## src/rtl/rv_pipe_pkg.sv

```systemverilog
// Shared types and widths for the RISC-V pipeline slice.
// Operand source selection is ordered from oldest (register file) to youngest (EX).
package rv_pipe_pkg;
    localparam int XLEN       = 32;
    localparam int REG_ADDR_W = 5;

    typedef enum logic [1:0] {
        FWD_RF  = 2'd0,
        FWD_WB  = 2'd1,
        FWD_MEM = 2'd2,
        FWD_EX  = 2'd3
    } fwd_sel_e;
endpackage

```

## src/rtl/operand_bypass.sv

```systemverilog
// One-operand bypass mux: picks the youngest in-flight producer of rs, else register file data.
module operand_bypass
    import rv_pipe_pkg::*;
#(
    parameter int DATA_WIDTH    = XLEN,
    parameter int ADDRESS_WIDTH = REG_ADDR_W
) (
    input  logic [ADDRESS_WIDTH-1:0] rs,
    input  logic                     uses,
    input  logic                     ex_en,
    input  logic [ADDRESS_WIDTH-1:0] ex_rd,
    input  logic [DATA_WIDTH-1:0]    ex_data,
    input  logic                     mem_en,
    input  logic [ADDRESS_WIDTH-1:0] mem_rd,
    input  logic [DATA_WIDTH-1:0]    mem_data,
    input  logic                     wb_en,
    input  logic [ADDRESS_WIDTH-1:0] wb_rd,
    input  logic [DATA_WIDTH-1:0]    wb_data,
    input  logic [DATA_WIDTH-1:0]    rf_data,
    output logic [DATA_WIDTH-1:0]    data,
    output fwd_sel_e                 sel
);

    // x0 is hardwired to zero, so a producer targeting it is never forwarded.
    always_comb begin
        sel = FWD_RF;
        if (uses && (rs != '0)) begin
            if (ex_en && (ex_rd == rs)) begin
                sel = FWD_EX;
            end else if (mem_en && (mem_rd == rs)) begin
                sel = FWD_MEM;
            end else if (wb_en && (wb_rd == rs)) begin
                sel = FWD_WB;
            end
        end
    end

    always_comb begin
        data = rf_data;
        case (sel)
            FWD_EX:  data = ex_data;
            FWD_MEM: data = mem_data;
            FWD_WB:  data = wb_data;
            default: data = rf_data;
        endcase
    end

endmodule

```

## src/rtl/id_ex_operand_stage.sv

```systemverilog
// ID/EX pipeline register with operand bypassing, load-use bubble insertion and stall generation.
// bubble_count tallies inserted load-use bubbles for performance debug.
module id_ex_operand_stage
    import rv_pipe_pkg::*;
#(
    parameter int DATA_WIDTH    = XLEN,
    parameter int ADDRESS_WIDTH = REG_ADDR_W,
    parameter int CTRL_WIDTH    = 8
) (
    input  logic                     clk,
    input  logic                     rst,
    input  logic                     id_valid,
    input  logic [ADDRESS_WIDTH-1:0] id_rs1,
    input  logic [ADDRESS_WIDTH-1:0] id_rs2,
    input  logic                     id_uses_rs1,
    input  logic                     id_uses_rs2,
    input  logic [ADDRESS_WIDTH-1:0] id_rd,
    input  logic                     id_reg_write,
    input  logic                     id_mem_read,
    input  logic [CTRL_WIDTH-1:0]    id_ctrl,
    input  logic [DATA_WIDTH-1:0]    id_pc,
    input  logic [DATA_WIDTH-1:0]    id_imm,
    input  logic [DATA_WIDTH-1:0]    rf_rd1,
    input  logic [DATA_WIDTH-1:0]    rf_rd2,
    input  logic [DATA_WIDTH-1:0]    ex_result,
    input  logic [ADDRESS_WIDTH-1:0] mem_rd,
    input  logic                     mem_reg_write,
    input  logic [DATA_WIDTH-1:0]    mem_result,
    input  logic [ADDRESS_WIDTH-1:0] wb_rd,
    input  logic                     wb_we,
    input  logic [DATA_WIDTH-1:0]    wb_data,
    input  logic                     flush,
    input  logic                     ex_hold,
    output logic                     stall_out,
    output logic                     ex_valid,
    output logic [DATA_WIDTH-1:0]    ex_op1,
    output logic [DATA_WIDTH-1:0]    ex_op2,
    output logic [ADDRESS_WIDTH-1:0] ex_rd,
    output logic                     ex_reg_write,
    output logic                     ex_mem_read,
    output logic [CTRL_WIDTH-1:0]    ex_ctrl,
    output logic [DATA_WIDTH-1:0]    ex_pc,
    output logic [DATA_WIDTH-1:0]    ex_imm,
    output logic [31:0]              bubble_count
);

    logic                  ex_fwd_en;
    logic                  load_use;
    logic [DATA_WIDTH-1:0] op1_next;
    logic [DATA_WIDTH-1:0] op2_next;
    fwd_sel_e              fwd_sel_rs1;
    fwd_sel_e              fwd_sel_rs2;
    logic [3:0]            fwd_sel_unused;
    logic [31:0]           bubble_count_q;

    // A load in EX has no data yet; that case is a load-use bubble, not a bypass.
    assign ex_fwd_en = ex_valid & ex_reg_write & ~ex_mem_read;

    assign load_use = id_valid & ex_valid & ex_mem_read & (ex_rd != '0) &
                      ((id_uses_rs1 & (ex_rd == id_rs1)) |
                       (id_uses_rs2 & (ex_rd == id_rs2)));

    assign stall_out = ex_hold | (load_use & ~flush);

    operand_bypass #(
        .DATA_WIDTH   (DATA_WIDTH),
        .ADDRESS_WIDTH(ADDRESS_WIDTH)
    ) u_bypass_rs1 (
        .rs      (id_rs1),
        .uses    (id_uses_rs1),
        .ex_en   (ex_fwd_en),
        .ex_rd   (ex_rd),
        .ex_data (ex_result),
        .mem_en  (mem_reg_write),
        .mem_rd  (mem_rd),
        .mem_data(mem_result),
        .wb_en   (wb_we),
        .wb_rd   (wb_rd),
        .wb_data (wb_data),
        .rf_data (rf_rd1),
        .data    (op1_next),
        .sel     (fwd_sel_rs1)
    );

    operand_bypass #(
        .DATA_WIDTH   (DATA_WIDTH),
        .ADDRESS_WIDTH(ADDRESS_WIDTH)
    ) u_bypass_rs2 (
        .rs      (id_rs2),
        .uses    (id_uses_rs2),
        .ex_en   (ex_fwd_en),
        .ex_rd   (ex_rd),
        .ex_data (ex_result),
        .mem_en  (mem_reg_write),
        .mem_rd  (mem_rd),
        .mem_data(mem_result),
        .wb_en   (wb_we),
        .wb_rd   (wb_rd),
        .wb_data (wb_data),
        .rf_data (rf_rd2),
        .data    (op2_next),
        .sel     (fwd_sel_rs2)
    );

    // Source selects are kept for debug probing only.
    assign fwd_sel_unused = {fwd_sel_rs1, fwd_sel_rs2};

    // Flush and bubbles only clear valid; payload fields hold so they stay stable.
    always_ff @(posedge clk or posedge rst) begin
        if (rst) begin
            ex_valid       <= 1'b0;
            ex_op1         <= '0;
            ex_op2         <= '0;
            ex_rd          <= '0;
            ex_reg_write   <= 1'b0;
            ex_mem_read    <= 1'b0;
            ex_ctrl        <= '0;
            ex_pc          <= '0;
            ex_imm         <= '0;
            bubble_count_q <= '0;
        end else if (!ex_hold) begin
            if (flush) begin
                ex_valid <= 1'b0;
            end else if (load_use) begin
                ex_valid       <= 1'b0;
                bubble_count_q <= bubble_count_q + 32'd1;
            end else begin
                ex_valid     <= id_valid;
                ex_op1       <= op1_next;
                ex_op2       <= op2_next;
                ex_rd        <= id_rd;
                ex_reg_write <= id_reg_write;
                ex_mem_read  <= id_mem_read;
                ex_ctrl      <= id_ctrl;
                ex_pc        <= id_pc;
                ex_imm       <= id_imm;
            end
        end
    end

    assign bubble_count = bubble_count_q;

endmodule

```

## config.mk

```make
export PLATFORM = sky130hd
export DESIGN_NAME = id_ex_operand_stage
export DESIGN_NICKNAME = d
export VERILOG_FILES = /design/src/rtl/rv_pipe_pkg.sv /design/src/rtl/operand_bypass.sv /design/src/rtl/id_ex_operand_stage.sv
export SDC_FILE = /design/constraint.sdc
export NUM_CORES = 1
export LEC_CHECK = 0
export ABC_CLOCK_PERIOD_IN_PS = 21200
export CORE_AREA = 2 2 170 172
export CTS_BUF_LIST = sky130_fd_sc_hd__clkbuf_2 sky130_fd_sc_hd__clkbuf_4 sky130_fd_sc_hd__clkbuf_8
export DETAILED_ROUTE_END_ITERATION = 6
export DIE_AREA = 0 0 172 174
export HOLD_SLACK_MARGIN = 0.06
export PLACE_DENSITY_LB_ADDON = 0.08
export SLEW_MARGIN = 10
export SYNTH_ARGS = -nofsm -noshare
export SYNTH_HDL_FRONTEND = slang
export SYNTH_SLANG_ARGS = --single-unit
```

## constraint.sdc

```tcl
create_clock -name clk -period 21.2 [get_ports clk]
set_input_delay 6.36 -clock clk [delete_from_list [all_inputs] [get_ports clk]]
set_output_delay 6.36 -clock clk [all_outputs]
set_load 0.05 [all_outputs]
```

==> metrics <==
R2R setup slack 17.59 ns; layout net count 1,746; Setup crit end stall_out; CP startpoint id_rs1[0]; cell at the slowest stage of the critical path clkdlybuf4s50_1; drt wl/cell 21.1 um; post-CTS sizing 0; Max Slew Vio Count 0; Clock Latency Late Sink 0.47 ns; GRT Overall Usage 26.0%; Required @ worst endpoint 14.84 ns; Post-synth EDFFs 0; Synth Register Bits 176; cts hold-fix bufs 0; Final Util 51.9%; post-DP HPWL 26,700 um; Syn Inst Count 1,082; Setup crit end kind output port; Post-Syn Area 9540 um^2; setup TNS 0 ns; DRT Pass-1 Iters 5; CTS Buf Count 17; fill cell count 2,729; Post-Syn Nets 1,351; clock sink total 176; depth of the worst register-to-register path 6; P_leak 0.00625 uW; Row Count 62; drt via density 5.17; crit-path cells clkdlybuf4s50_1 -> xor2_1 -> nor3_2 -> a32oi_1 -> o31ai_1 -> clkdlybuf4s50_1; async set-reset flop share out of synthesis 100%; CP Launch Type input port; Tmin final 15.10 ns; Worst VDD drop 0.0422 mV; H-tree depth 4; Initial DRC Count 585; final antenna-violating net count 0; Syn Area/Cell 8.82 um^2; GPL Wtd Cong 0.827; Area growth, synth to finish 53.7%; Initial Util 33.8%; PwrDens 69.0 nW/um^2; die span in y 174 um; Boundary Pins 445; status complete, no violations; Max FO, Critical Path 4; clock transition at the registers of the reported paths 0.09 ns; fraction of layout cells with a size suffix above 1 7.25%; worst rel slew slack 31.2%; final hold violation count 0; first-pass GRT wire length 59,400 um; total number of yosys warnings 0; max_cap viols 0; CP Class input port to output port; WP data arrival 8.74 ns; DR DRC count 0; period utilization 71.2%; largest net degree at the start of global routing 176; fmax 66.2 MHz; Worst R2R Start ex_rd[2]; Core Footprint 28,200 um^2; # Post-CTS Setup Buffers 0; Min-Delay Path Class register to register; reg2reg end ex_op2[28]; via count 9,727; RSZ-0062 raised after global routing no; dominant synthesized flop cell dfrtp_1; CP max stage delay 0.85 ns; post-synthesis sequential area ratio 46.2%; most used cell, CP clkdlybuf4s50_1; grt ovf 0; area of the die 29,900 um^2; Slew @ Worst Pin 1.03 ns; clk_skew 0.0278 ns; Max Buffers Root-to-Sink 2; final setup vio count 0; Unique masters post-synth 51; PortBufs 444; root buffer cell clkbuf_8; initial antenna violation count 9; Chip Width 172 um; vias in the first global route 9,771; TritonCTS clock tree built; final WL 39,600 um
## layout make-up
type | instances | area, um^2 | share of cell area [%]
Antenna cell | 8 | 20.0 | 0.137
Clock buffer | 18 | 241 | 1.65
Clock inverter | 13 | 179 | 1.22
Inverter | 4 | 20.0 | 0.137
Multi-Input combinational cell | 822 | 4780 | 32.6
Sequential cell | 176 | 4400 | 30.0
Tap cell | 384 | 480 | 3.28
Timing Repair Buffer | 456 | 4540 | 31.0
## power breakdown
group	total, uW	switching, uW	leakage (uW)	internal [uW]
combinational	356	221	0.00382	135
sequential	393	22.5	0.00223	371
clock	263	143	0.000207	120
## cell usage after synthesis (3+ instances only)
master	count	area, um^2
xor2_1	39	342
a21oi_1	47	235
buf_4	9	67.6
a22o_1	16	140
buf_2	17	85.1
clkbuf_1	45	169
dfrtp_1	176	4400
nand2b_1	32	200
buf_6	5	56.3
or4_1	3	22.5
nor3_1	40	200
or2_2	16	100
o21ai_1	50	250
nor2_1	47	176
nand4_1	13	81.3
o31ai_1	3	22.5
nor4_1	3	18.8
xnor2_1	22	193
o22ai_1	32	200
and3_1	4	25.0
nor3b_1	3	22.5
nand3_1	9	45.0
nand2_1	306	1150
inv_1	4	15.0
o2bb2ai_1	17	149
o21a_1	33	248
o31ai_2	30	375
o221ai_1	32	280
buf_1	4	15.0
## cell usage in the layout, fill, tap and decap left out, types with 3 or more instances in the layout
cell type          n
xnor2_1           22
clkdlybuf4s50_1  443
o31ai_2           30
o31ai_1            3
nand4_1           13
o22ai_1           32
diode_2            8
inv_1              3
nand2_1          306
buf_4             11
nor3b_1            3
o21a_1            32
o21ai_1           49
clkbuf_8          17
or4_1              3
or2_2             16
xor2_1            39
o221ai_1          32
nor4_1             3
inv_6              5
nand2b_1          32
nand3_1            8
nor2_1            47
a22o_1            16
o2bb2ai_1         17
nor3_1            40
bufinv_16          3
a21oi_1           47
and3_1             3
dfrtp_1          176
## worst min path at each step
stage | cells past startpoint | slack, ns | to | start
final | 2 | 0.48 | ex_op2[30] | ex_op2[30]
after global routing | 2 | 0.51 | ex_pc[24] | ex_pc[24]
after global placement | 2 | 0.46 | ex_imm[8] | ex_imm[8]
after CTS | 2 | 0.49 | ex_imm[21] | ex_imm[21]
after floorplan | 2 | 0.74 | ex_imm[30] | ex_imm[30]
after detailed placement | 2 | 0.46 | ex_pc[13] | ex_pc[13]
## flip-flops by register name (all words and copies together) (netlist names), 5 cells and up
| register | flops |
|---|---|
| bubble_count | 32 |
| ex_op2 | 32 |
| ex_pc | 32 |
| ex_op1 | 32 |
| ex_imm | 32 |
| ex_rd | 5 |
| ex_ctrl | 8 |
## stage by stage
stage / cell area (um^2) / hold WS (ns) / setup WS [ns] / total power [uW] / instances
after floorplan: 9540 / 0.745 / 6.72 / 598 / 1082
after global placement: 14200 / 0.456 / 6.12 / 755 / 1842
after detailed placement: 14200 / 0.462 / 6.14 / 757 / 1842
after CTS: 14600 / 0.488 / 6.12 / 1020 / 1873
after global routing: 14700 / 0.510 / 6.01 / 1060 / 1880
final: 14700 / 0.481 / 6.10 / 1010 / 1881
## cells by family (layout without fill, tap and decap cells)
| kind of cell | Yosys count | count (layout) | synth area share, % |
|---|---|---|---|
| simple gates | 490 | 490 | 22.9 |
| compound gates | 269 | 269 | 20.8 |
| flops | 176 | 176 | 46.2 |
| buf+inv | 84 | 491 | 4.27 |
| xor+xnor | 61 | 61 | 5.60 |
| fa+ha+maj | 1 | 1 | 0.131 |
| mux | 1 | 1 | 0.118 |
| other cells | 0 | 8 | 0 |
## critical path, delay by kind of cell
family,cells,cell delay [ns]
AND/OR/NAND/NOR,1,0.28
XOR/XNOR,1,0.21
AO/OA/AOI/OAI,2,0.48
buffers and inverters,2,1.40
## metal layers
| metal | up-vias | wire length, um | GRT usage, % |
|---|---|---|---|
| li1 | 4558 | - | - |
| met1 | 4721 | 16400 | 33.0 |
| met2 | 403 | 19200 | 43.1 |
| met3 | 43 | 3130 | 6.99 |
| met4 | 2 | 911 | 8.23 |
| met5 | - | 13 | 0 |
Note: power is estimated with default switching activity, not from simulation.
